File: src/rtl/dhs_axil_apb_router.sv
// dhs_axil_apb_router: AXI-Lite slave to multi-target APB master bridge with rule-table decode,
// decode-error responses, per-access timeout and round-robin read/write arbitration.
module dhs_axil_apb_router #(
  parameter int NUM_SLV = 6,
  parameter int NUM_RULES = 8,
  parameter int ADDRW = 32,
  parameter int DATAW = 32,
  parameter logic [NUM_RULES*4-1:0] RULE_IDX = 32'hFF54_3210,
  parameter logic [NUM_RULES*ADDRW-1:0] RULE_START = {
    32'h2000_7000, 32'h2000_6000, 32'h2000_5000, 32'h2000_4000,
    32'h2000_3000, 32'h2000_2000, 32'h2000_1000, 32'h2000_0000},
  parameter logic [NUM_RULES*ADDRW-1:0] RULE_END = {
    32'h2000_7FFF, 32'h2000_6FFF, 32'h2000_5FFF, 32'h2000_4FFF,
    32'h2000_3FFF, 32'h2000_2FFF, 32'h2000_1FFF, 32'h2000_0FFF},
  parameter int TIMEOUT = 256,
  localparam int STRBW = DATAW / 8
) (
  input  logic                     clk_i,
  input  logic                     rst_ni,
  input  logic [ADDRW-1:0]         s_aw_addr_i,
  input  logic [2:0]               s_aw_prot_i,
  input  logic                     s_aw_valid_i,
  output logic                     s_aw_ready_o,
  input  logic [DATAW-1:0]         s_w_data_i,
  input  logic [STRBW-1:0]         s_w_strb_i,
  input  logic                     s_w_valid_i,
  output logic                     s_w_ready_o,
  output logic [1:0]               s_b_resp_o,
  output logic                     s_b_valid_o,
  input  logic                     s_b_ready_i,
  input  logic [ADDRW-1:0]         s_ar_addr_i,
  input  logic [2:0]               s_ar_prot_i,
  input  logic                     s_ar_valid_i,
  output logic                     s_ar_ready_o,
  output logic [DATAW-1:0]         s_r_data_o,
  output logic [1:0]               s_r_resp_o,
  output logic                     s_r_valid_o,
  input  logic                     s_r_ready_i,
  output logic [ADDRW-1:0]         m_paddr_o,
  output logic [2:0]               m_pprot_o,
  output logic                     m_pwrite_o,
  output logic [DATAW-1:0]         m_pwdata_o,
  output logic [STRBW-1:0]         m_pstrb_o,
  output logic [NUM_SLV-1:0]       m_psel_o,
  output logic                     m_penable_o,
  input  logic [NUM_SLV*DATAW-1:0] m_prdata_i,
  input  logic [NUM_SLV-1:0]       m_pready_i,
  input  logic [NUM_SLV-1:0]       m_pslverr_i
);
  typedef enum logic [1:0] {IDLE, SETUP, ACCESS, RESP} state_t;
  localparam int TW = $clog2(TIMEOUT + 2);
  state_t state_q, state_d;
  logic is_wr_q, last_wr_q;
  logic [ADDRW-1:0] addr_q;
  logic [DATAW-1:0] wdata_q, rdata_q, sel_rdata;
  logic [STRBW-1:0] strb_q;
  logic [2:0] prot_q;
  logic [NUM_SLV-1:0] sel_q, hit_oh;
  logic [1:0] resp_q;
  logic [TW-1:0] tcnt_q;
  logic idle, arb_w, grant_w, grant_r, match, hit, sel_rdy, sel_err, tout;
  logic [3:0] hit_idx;
  logic [ADDRW-1:0] dec_addr;
  // write wins a tie only if the previous grant was a read; last_wr_q resets low so writes go first
  assign idle = rst_ni && state_q == IDLE;
  assign arb_w = s_aw_valid_i && s_w_valid_i && (!s_ar_valid_i || !last_wr_q);
  assign grant_w = idle && arb_w;
  assign grant_r = idle && s_ar_valid_i && !arb_w;
  assign dec_addr = arb_w ? s_aw_addr_i : s_ar_addr_i;
  // scan high to low so the lowest-numbered matching rule is the one left standing
  always_comb begin
    match = 1'b0;
    hit_idx = '0;
    for (int r = NUM_RULES - 1; r >= 0; r--)
      if (dec_addr >= RULE_START[r*ADDRW +: ADDRW] && dec_addr <= RULE_END[r*ADDRW +: ADDRW]) begin
        match = 1'b1;
        hit_idx = RULE_IDX[r*4 +: 4];
      end
    hit = match && ({1'b0, hit_idx} < 5'(NUM_SLV));
    hit_oh = hit ? NUM_SLV'(1) << hit_idx : '0;
  end
  always_comb begin
    sel_rdata = '0;
    for (int s = 0; s < NUM_SLV; s++)
      if (sel_q[s]) sel_rdata = sel_rdata | m_prdata_i[s*DATAW +: DATAW];
  end
  assign sel_rdy = |(sel_q & m_pready_i);
  assign sel_err = |(sel_q & m_pslverr_i);
  assign tout = (TIMEOUT != 0) && tcnt_q == TW'(TIMEOUT - 1);
  always_comb begin
    state_d = state_q;
    state_d = state_q == IDLE ? ((grant_w || grant_r) ? (hit ? SETUP : RESP) : IDLE) :
              state_q == SETUP ? ACCESS :
              state_q == ACCESS ? ((sel_rdy || tout) ? RESP : ACCESS) :
              ((is_wr_q ? s_b_ready_i : s_r_ready_i) ? IDLE : RESP);
  end
  always_ff @(posedge clk_i or negedge rst_ni) begin
    if (!rst_ni) begin
      state_q <= IDLE;
      is_wr_q <= 1'b0;
      last_wr_q <= 1'b0;
      addr_q <= '0;
      wdata_q <= '0;
      strb_q <= '0;
      prot_q <= '0;
      sel_q <= '0;
      resp_q <= '0;
      rdata_q <= '0;
      tcnt_q <= '0;
    end else begin
      state_q <= state_d;
      if (grant_w || grant_r) begin
        is_wr_q <= grant_w;
        last_wr_q <= grant_w;
        addr_q <= dec_addr;
        prot_q <= grant_w ? s_aw_prot_i : s_ar_prot_i;
        wdata_q <= grant_w ? s_w_data_i : '0;
        strb_q <= grant_w ? s_w_strb_i : '0;
        sel_q <= hit_oh;
        resp_q <= hit ? 2'b00 : 2'b11;
        rdata_q <= '0;
        tcnt_q <= '0;
      end else if (state_q == ACCESS) begin
        if (sel_rdy) begin
          resp_q <= sel_err ? 2'b10 : 2'b00;
          rdata_q <= is_wr_q ? '0 : sel_rdata;
        end else if (tout) begin
          resp_q <= 2'b10;
          rdata_q <= '0;
        end else
          tcnt_q <= tcnt_q + 1'b1;
      end
    end
  end
  assign s_aw_ready_o = grant_w;
  assign s_w_ready_o = grant_w;
  assign s_ar_ready_o = grant_r;
  assign s_b_valid_o = state_q == RESP && is_wr_q;
  assign s_r_valid_o = state_q == RESP && !is_wr_q;
  assign s_b_resp_o = resp_q;
  assign s_r_resp_o = resp_q;
  assign s_r_data_o = rdata_q;
  assign m_paddr_o = addr_q;
  assign m_pprot_o = prot_q;
  assign m_pwrite_o = is_wr_q;
  assign m_pwdata_o = wdata_q;
  assign m_pstrb_o = strb_q;
  assign m_psel_o = (state_q == SETUP || state_q == ACCESS) ? sel_q : '0;
  assign m_penable_o = state_q == ACCESS;
endmodule

File: config.mk
export PLATFORM = sky130hd
export DESIGN_NAME = dhs_axil_apb_router
export DESIGN_NICKNAME = d
export VERILOG_FILES = /design/src/rtl/dhs_axil_apb_router.sv
export SDC_FILE = /design/constraint.sdc
export NUM_CORES = 1
export LEC_CHECK = 0
export ABC_AREA = 1
export CAP_MARGIN = 20
export CORE_AREA = 4 4 166 168
export DETAILED_ROUTE_END_ITERATION = 8
export DIE_AREA = 0 0 170 172
export SYNTH_ARGS = -nofsm -noshare
export SYNTH_HDL_FRONTEND = slang
export SYNTH_SLANG_ARGS = --single-unit
File: constraint.sdc
create_clock -name clk_i -period 2.2 [get_ports clk_i]
set_input_delay 0.44 -clock clk_i [delete_from_list [all_inputs] [get_ports clk_i]]
set_output_delay 0.44 -clock clk_i [all_outputs]
set_load 0.005 [all_outputs]
==> impl_metrics.env <==
export IMPL_status="finished, final reports clean"
export IMPL_cp_end_kind="output pin"
export IMPL_p_leak_nw=5.88
export IMPL_synth_xor_area_frac=0.00127
export IMPL_seqCellArea_um2=3080
export IMPL_antennaDiodeCount=0
export IMPL_critPathRequiredTime_ns=1.76
export IMPL_synthCells=931
export IMPL_intPower_mw=7.13
export IMPL_synthTopCellsByArea="dfrtp_1 (45%), nand2_1 (20%), a22o_1 (6.7%)"
export IMPL_area_delta_synth_final_pct=86.2
export IMPL_setup_viol=0
export IMPL_routed_via_count=8196
export IMPL_drt_pass1_iter_count=5
export IMPL_maxSlewHeadroom=0.530
export IMPL_synthDominantCellAreaShare=0.445
export IMPL_startpoint_type="register"
export IMPL_synth_nets=1254
export IMPL_finalWirelength_um=32300
export IMPL_slew_violations=0
export IMPL_cts_root_buf="clkbuf_16"
export IMPL_sw_frac_of_total=0.315
export IMPL_utilization=0.497
export IMPL_multi_input_area_um2=3490
export IMPL_antenna_found_initial=0
export IMPL_drv_cap=0
export IMPL_synth_fa_ha_area_frac=0.0109
export IMPL_muxShareOfSynthArea=0
export IMPL_avgRoutedWirePerCell_um=18.5
export IMPL_start_util=0.267
export IMPL_grt_pass1_vias=8324
export IMPL_cp_arrival_ns=1.72
export IMPL_async_flop_share=1.00
export IMPL_final_cell_mix="clkdlybuf4s50_1 (422), nand2_1 (362), dfrtp_1 (123)"
export IMPL_vias_per_cell=4.69
export IMPL_cts_buffer_depth=2
export IMPL_cts_sinks=123
export IMPL_synth_edf_count=0
export IMPL_path_class="reg -> out"
export IMPL_powerDensity_nw_per_um2=808
export IMPL_postPlaceCellArea_um2=12000
export IMPL_die_w_um=170
export IMPL_hold_viol_final=0
export IMPL_worst_path_max_fanout=4
export IMPL_io_pins=437
export IMPL_drcViolationCount=0
export IMPL_grt_pass1_wl_um=47100
export IMPL_syn_area_um2=6920
export IMPL_seqPwrFrac=0.329
export IMPL_power_frac_comb=0.405
export IMPL_synth_seq_area_share=0.445
export IMPL_clockPowerShare=0.266
export IMPL_ys_ff_latch=123
export IMPL_synth_top_family_by_area="simple AND/OR/NAND/NOR gates"
export IMPL_tns_ns=0
export IMPL_core_um2=25900
export IMPL_yosysUniqueCellTypes=34
export IMPL_syn_area_per_cell_um2=7.43
export IMPL_die_area_um2=29200
export IMPL_grt_max_degree=117
export IMPL_antenna_left=0
export IMPL_synth_compound_area_frac=0.161
export IMPL_period_needed_ns=2.16
export IMPL_ir_drop_v=0.000475
export IMPL_numCtsBuffers=17
export IMPL_power_switching_mw=3.28
export IMPL_num_fill_cells=2545
export IMPL_worstMarginPinSlew_ns=0.705
export IMPL_hpwlAfterDp_um=24800
export IMPL_synth_simple_area_share=0.306
export IMPL_yosys_warnings=0
export IMPL_period_share=0.981
export IMPL_cts_tree="built"
export IMPL_clk_latency_ns=0.42
export IMPL_gp_congestion=0.876
export IMPL_grt_use_total=0.206
export IMPL_skew_ns=0.0124
export IMPL_clk_pin_slew_ns=0.06
export IMPL_yosys_area_top_type="dfrtp_1"
export IMPL_htree_num_levels=4
export IMPL_fmax_mhz=463
export IMPL_layout_cells_most_common="clkdlybuf4s50_1"
export IMPL_drive_gt1_frac=0.117
export IMPL_hp_class="in -> async"
export IMPL_grt_remaining_overflow=0
export IMPL_nets=1724
export IMPL_rsz0062_at_grt="yes"
export IMPL_die_h_um=172
export IMPL_dr_first_iter_drc_count=349
export IMPL_design_area_um2=12900
export IMPL_num_rows=59
export IMPL_port_buffers=436
export IMPL_synth_ff_type="dfrtp_1"
## metal layers
metal	share of wire	global-route usage	vias up	wire, µm
li1	-	-	4017	-
met1	0.40	0.242	3800	12800
met2	0.50	0.367	344	16200
met3	0.084	0.0606	35	2700
met4	0.019	0.0559	0	628
met5	0	0	-	0
## cell type report
type,count,share of cell area
multi-input combinational,683,0.271
timing repair buffer,513,0.394
clock buffer,19,0.0352
clock inverter,13,0.0101
tap,335,0.0325
inverter,63,0.0184
sequential,123,0.239
## metrics by stage
step	instances	worst slack (ns)	power [mW]	hold slack (ns)
2_1_floorplan	931	0.0164	4.77	0.144
3_3_place_gp	1706	-0.408	7.51	0.264
3_5_place_dp	1706	-0.477	7.52	0.262
4_1_cts	1744	0.00395	10.5	0.176
5_1_grt	1749	-0.0518	11.1	0.153
6_report	1749	0.0410	10.4	0.0808
## state kept, by name, indices dropped and copies added, names as in the netlist
register / count
m_pstrb_o: 4
m_paddr_o: 32
s_b_resp_o: 2
m_pprot_o: 3
m_pwdata_o: 32
state_q: 2
last_wr_q: 1
s_r_data_o: 32
sel_q: 6
tcnt_q: 9
## kinds of logic after synthesis
| kind of cell | count (synthesis) |
|---|---|
| AND/OR/NAND/NOR | 514 |
| buffers and inverters | 125 |
| XOR/XNOR | 1 |
| flip-flops | 123 |
| AO/OA/AOI/OAI | 162 |
| adder cells (fa/ha/maj) | 6 |
## cells in the mapped netlist, types with 6 or more instances
master,instances
a31oi_1,25
nand4_1,23
a21oi_1,24
ha_1,6
inv_2,7
a221oi_1,13
nor2_1,50
nand3_1,47
buf_2,15
dfrtp_1,123
a22o_1,53
nand2_1,373
o21ai_0,35
clkbuf_1,35
nor3_1,6
inv_1,56
## path summary, 6_finish.rpt
path                       depth (start not counted)                 startpoint  slack (ns)                         to
min                                                2                     rst_ni        0.08  m_paddr_o[20]$_DFFE_PN0N_
max reg2reg                                       14      last_wr_q$_DFFE_PN0N_        0.11  s_b_resp_o[1]$_DFFE_PN0P_
min in group clk_i                                 2  s_r_data_o[4]$_DFFE_PN0P_        0.48  s_r_data_o[4]$_DFFE_PN0P_
min reg2reg                                        2  s_r_data_o[4]$_DFFE_PN0P_        0.48  s_r_data_o[4]$_DFFE_PN0P_
max                                                3       state_q[0]$_DFF_PN0_        0.04                m_penable_o
max in group asynchronous                          2                     rst_ni        1.41  m_paddr_o[11]$_DFFE_PN0N_
## power groups by stage
stage | Clock, mW | Sequential (mW) | Combinational (mW)
after floorplan | 0 | 3.44 | 1.33
after global placement | 0 | 3.45 | 4.06
after detailed placement | 0 | 3.45 | 4.07
after CTS | 2.87 | 3.43 | 4.21
after global routing | 2.98 | 3.52 | 4.60
final | 2.77 | 3.42 | 4.22
## worst max-delay path: stages (launching register included)
cell,delay (ns)
dfrtp_1,0.37
inv_1,0.11
ha_2,0.27
clkdlybuf4s50_1,0.55
## repair_timing
| action | in CTS | in global routing |
|---|---|---|
| setup endpoints to repair | 13 | 18 |
| hold buffers | 1 | 0 |
| endpoints found under the hold margin | 7 | 0 |
| pin swaps | 3 | 21 |
| gates cloned | 0 | 2 |
| resized for setup | 21 | 50 |
| setup buffers | 5 | 3 |
Power figures use the tool's default switching activity.
